$ cat src/rtl/phase_sequencer.sv
// phase_sequencer: steps each instruction through the F,R,X,M,W phases and registers branch decision, halt and retire count.
// Ports: clk, n_rst (async active-low); i_ready/d_ready memory handshakes; mem_op, hlt_req, br_cond, br_target decoder inputs;
// phase_f..phase_w one-hot strobes; ct_taken/ct_pc registered branch; halted; instret retired count.
// Build option: define MEM_WAIT_EN to enable the FW fetch-wait state and data-memory waits in M.
module phase_sequencer (
    input  logic        clk,
    input  logic        n_rst,
    input  logic        i_ready,
    input  logic        d_ready,
    input  logic        mem_op,
    input  logic        hlt_req,
    input  logic        br_cond,
    input  logic [31:0] br_target,
    output logic        phase_f,
    output logic        phase_r,
    output logic        phase_x,
    output logic        phase_m,
    output logic        phase_w,
    output logic        ct_taken,
    output logic [31:0] ct_pc,
    output logic        halted,
    output logic [31:0] instret
);
    typedef enum logic [2:0] {S_F, S_FW, S_R, S_X, S_M, S_W, S_HALT} state_t;
    state_t state, nxt;
    logic   hlt_flag;
`ifndef MEM_WAIT_EN
    // Handshakes are meaningless without wait states.
    logic unused_inputs;
    assign unused_inputs = i_ready ^ d_ready ^ mem_op;
`endif
    always_ff @(posedge clk or negedge n_rst) begin
        if (!n_rst) begin
            state    <= S_F;
            hlt_flag <= 1'b0;
            ct_taken <= 1'b0;
            ct_pc    <= '0;
            instret  <= '0;
        end else begin
            state <= nxt;
            if (state == S_R && hlt_req) hlt_flag <= 1'b1;
            if (state == S_X) begin
                ct_taken <= br_cond;
                ct_pc    <= br_target;
            end else if (nxt == S_F) begin
                // Branch decision is dead once the next fetch starts.
                ct_taken <= 1'b0;
                ct_pc    <= '0;
            end
            if (state == S_W) instret <= instret + 32'd1;
        end
    end
    always_comb begin
        nxt = state;
        case (state)
`ifdef MEM_WAIT_EN
            S_F:  nxt = i_ready ? S_R : S_FW;
            S_FW: nxt = i_ready ? S_R : S_FW;
            S_M:  nxt = (!mem_op || d_ready) ? S_W : S_M;
`else
            S_F:  nxt = S_R;
            S_M:  nxt = S_W;
`endif
            S_R:    nxt = S_X;
            S_X:    nxt = S_M;
            S_W:    nxt = hlt_flag ? S_HALT : S_F;
            S_HALT: nxt = S_HALT;
            default: nxt = S_F;
        endcase
    end
    assign phase_f = state == S_F;
    assign phase_r = state == S_R;
    assign phase_x = state == S_X;
    assign phase_m = state == S_M;
    assign phase_w = state == S_W;
    assign halted  = state == S_HALT;
endmodule
$ cat config.mk
export PLATFORM = sky130hd
export DESIGN_NAME = phase_sequencer
export DESIGN_NICKNAME = d
export VERILOG_FILES = /design/src/rtl/phase_sequencer.sv
export SDC_FILE = /design/constraint.sdc
export NUM_CORES = 1
export LEC_CHECK = 0
export CORE_ASPECT_RATIO = 1.5
export CORE_MARGIN = 3
export CORE_UTILIZATION = 50
export CTS_CLUSTER_SIZE = 16
export DETAILED_ROUTE_END_ITERATION = 12
export DONT_BUFFER_PORTS = 1
export GPL_TIMING_DRIVEN = 0
export PLACE_DENSITY = 0.75
export SLEW_MARGIN = 20
export SYNTH_ARGS = -nofsm -noshare
export SYNTH_HDL_FRONTEND = slang
export SYNTH_SLANG_ARGS = --single-unit
$ cat constraint.sdc
create_clock -name clk -period 3.7 [get_ports clk]
set_clock_uncertainty 0.05 [all_clocks]
set_input_delay 0.37 -clock clk [delete_from_list [all_inputs] [get_ports clk]]
set_output_delay 0.37 -clock clk [all_outputs]
set_load 0.03 [all_outputs]
Word-level counts from Yosys, hierarchy flattened
Index checks and enable logic that the tools add are counted.
{ "op_classes": {"n_addsub": 1, "mul": 0, "div_mod_pow": 0, "magnitude_cmp": 0, "n_eq_ne": 5, "n_shift": 0, "mux": 6, "bitwise_logic": 0, "reduce_logical": 4} }
{ "ops": {"columns": ["operator", "count"], "rows": [
  ["$mux W32", 2],
  ["$add A32 B1 Y32 const B", 1],
  ["$pmux W3 S6", 1],
  ["$eq A3 B3 Y1 const B", 3],
  ["$eq A3 B2 Y1 const B", 2],
  ["$logic_not A3 Y1", 2],
  ["$mux W3", 1],
  ["$mux W1", 2],
  ["$reduce_bool A2 Y1", 1],
  ["$logic_and A1 B1 Y1", 1]
]} }
{ "word_totals": {"regBits": 69, "latchBits": 0, "mem_bits_rw": 0, "rom_bits": 0, "in_bits": 39, "out_inout_bits": 71, "word_cells": 21, "mem_count": 0} }

Longest topological paths before layout
{ "logic_depth": {"ltp_word": 5, "ltp_mapped": 6, "ltp_nobuf": 5} }

Worst setup path after synthesis
Ideal clock, no wire load.
{ "synth_path": {"path_type": "register to output", "from": "register state[0]", "to": "output phase_r", "t_arrival_ps": 1329, "t_required_ps": 3280, "setup_slack_ps": 1951, "stages_incl_launch_ff": 3, "n_path_buf": 1, "cell_sequence": "dfrtp_1 -> buf_2 -> nor3b_1"} }
{ "synth_via": {"elab_chain_len": 1} }
{ "synth_rtl": {"columns": ["item", "line_no", "source"], "rows": [
  ["start: declaration", "25", "state_t state, nxt;"],
  ["start signal: assignment", "40", "state <= nxt;"],
  ["$eq A3 B2 Y1", "72", "assign phase_r = state == S_R;"],
  ["end: declaration", "15", "output logic phase_r,"]
]} }
Every way passes these cells.

Final worst setup path
{ "layout_path": {"from": "register state[2]", "to": "output phase_m"} }
{ "layout_via": {"elab_chain_len": 1} }
{ "layout_rtl": {"columns": ["item", "line_no", "source"], "rows": [
  ["$eq A3 B3 Y1", "74", "assign phase_m = state == S_M;"],
  ["end: declaration", "17", "output logic phase_m,"]
]} }
Every way passes these cells.

==> impl_metrics.toml <==
[routing]
met2WireLength_mm = 2.61
wl_per_cell_um = 18.5
drcViolationCount = 0
drt-pass1-iter-count = 4
drt_iter0_drc = 90
drt-met1-wl_mm = 2.21
wl_met3_um = 644
viasPerCell = 5.89
vias = 1785
topRoutingLayerUsed = "met4"
final_antenna_net_count = 0
routed_wl_mm = 5.61

[yosys]
synthArstFlopShare_pct = 100
ys_ff_latch = 69
synth_edf_count = 0
syn_nets = 257
synth_top_area_cell = "dfrtp_1"
syn_area_sq_um = 2830
synthTopCellsByArea = "dfrtp_1 (61%), a22o_1 (10%), xnor2_1 (8.4%), nand4_1 (3.3%), nand2_1 (1.9%)"
ys_types = 33
ys_warn_count = 0
synth.top_cell.area_share_pct = 61.0
netlist_instances = 217
seq_area_frac_synth_pct = 61.0
ys_dominant_reg_cell = "dfrtp_1"
syn_area_per_cell_sq_um = 13.0

[power]
peakVddDrop_uv = 356
intPower_mw = 1.56
pwr-share-comb_pct = 19.4
powerDensity_nw_per_um2 = 784
p_sw_mw = 0.943
p_leak_nw = 1.52
switching_share_pct = 37.7
seqPwrFrac_pct = 51.9
clockPowerShare_pct = 28.7

[layout]
layout_commonest_cell = "dfrtp_1"
layout-drive-gt1-share_pct = 13.6
fin_util_pct = 60.0
nNetsFinal = 270
most-common-layout-cells = "dfrtp_1 (69), a22o_1 (33), xnor2_1 (27), nand4_1 (15), nand2_1 (14)"
area_growth_pct = 13.0
fill_cells = 420
diodes = 0

[setup_path]
cp-start-kind = "register"
worstReg2RegStart = "instret[4]"
reg2reg_depth = 5
worstPathArrival_ps = 1780
path_max_fanout = 8
worst-r2r-setup-slack_ps = 1720
r2r_end = "instret[30]"
criticalPathCategory = "register to output port"
end_kind = "output port"
cp.required_ps = 3280

[cts]
post-cts-setup-buffer-count = 0
cts_tree = "yes"
clkLatencyLatePin_ps = 340
clock_sinks = 69
hold_buffers = 2
path_clk_slew_ps = 70
postCtsResizedCells = 0
numCtsBuffers = 9
htree_levels = 3
cts_buffer_depth = 2
cts.root.buffer_cell = "clkbuf_8"

[timing]
post-route-min-period_ps = 2200
rsz0062_at_grt = "false"
slew_violations = 0
tightest_slew_ps = 1120
setup_viol = 0
finalCritPeriodShare_pct = 59.5
final_hold_viol_count = 0
fmax_mhz = 454
slew_headroom_pct = 25.0
finalSetupTns_ps = 0

[hold_path]
hold_path.startpoint = "hlt_req"
hold_end = "hlt_flag"
hold_depth = 1
hold_path.class = "input port to register"

[die]
ioPinCount = 110
die_w_um = 67.4
die_area_sq_um = 6620
start_util_pct = 53.1
placeableCoreArea_sq_um = 5330
rows = 32
die_h_um = 98.1

[placed_design]
dp_hpwl_mm = 3.95
gp_congestion = 0.734
io_buffer_count = 0

[job]
max-cap-violations = 0

[global_routing]
grt_max_degree = 70
grt_pass1_wl_mm = 8.74
grt.total_usage_pct = 17.7
antenna_found_initial = 0
first_global_vias = 1825
grt_overflow = 0

[status]
status = "finished, final reports clean"
## power groups by stage
stage / clock network, mW / logic, mW / registers (mW)
final: 0.719 / 0.485 / 1.30
after global routing: 0.767 / 0.538 / 1.32
after CTS: 0.736 / 0.495 / 1.30
after detailed placement: 0 / 0.471 / 1.32
after global placement: 0 / 0.458 / 1.31
after floorplan: 0 / 0.398 / 1.28
## worst max-delay path by stage
stage	start	endpoint	slack [ps]
after floorplan	state[0]	phase_r	1950
after global placement	instret[5]	instret[30]	1740
after detailed placement	instret[4]	instret[30]	1740
after CTS	state[2]	phase_m	1460
after global routing	state[0]	phase_x	1360
final	state[2]	phase_m	1500
## logic make-up (layout without fill, tap and decap cells)
logic type	count (synthesis)	in the layout	synth area share, %
flops	69	69	61.0
fa+ha+maj	1	1	0.442
xor+xnor	31	31	9.59
compound gates	36	36	10.8
simple gates	67	67	15.9
buf+inv	13	31	2.25
## layer usage
layer  vias up  global-route usage [%]
met3        13                    8.86
met4         0                    8.13
li1        823                       -
met2        96                    28.0
met5         -                       0
met1       853                    19.4
## flip-flops by register name, indices dropped and copies added (netlist names)
signal and cells:
instret 32, ct_taken 1, hlt_flag 1, ct_pc 32
state 3
## Yosys cell counts (all sizes together) (2+ instances only)
cell type	number
nor3	3
nor4	2
nand2	14
xor2	4
a22o	33
dfrtp	69
nand3	7
clkbuf	5
nor2	3
xnor2	27
nand4	16
and4	3
inv	2
nand4b	2
and3	8
buf	6
nor3b	3
## stage by stage
step / setup slack [ps] / cell area [sq um] / instances / power [mW] / hold slack [ps]
floorplan: 1950 / 2830 / 217 / 1.68 / 24.4
global placement: 1740 / 2920 / 285 / 1.77 / 25.8
detailed placement: 1740 / 2920 / 285 / 1.79 / 25.8
CTS: 1460 / 3200 / 303 / 2.53 / 78.3
global route: 1360 / 3200 / 303 / 2.63 / 72.6
finish: 1500 / 3200 / 303 / 2.51 / 93.3
## worst max-delay path, stage by stage (launching register included)
cell,delay [ps]
dfrtp_1,330
buf_2,190
nor3b_1,920
## final cells by class
cell class / count / area [sq um] / area share (%)
Clock buffer: 13 / 179 / 5.60
Clock inverter: 3 / 65.1 / 2.04
Timing Repair Buffer: 2 / 37.5 / 1.17
Buffer: 11 / 56.3 / 1.76
Tap cell: 68 / 85.1 / 2.66
Multi-Input combinational cell: 135 / 1040 / 32.5
Sequential cell: 69 / 1730 / 54.0
Inverter: 2 / 7.51 / 0.235
Note: power is estimated with default switching activity, not from simulation.
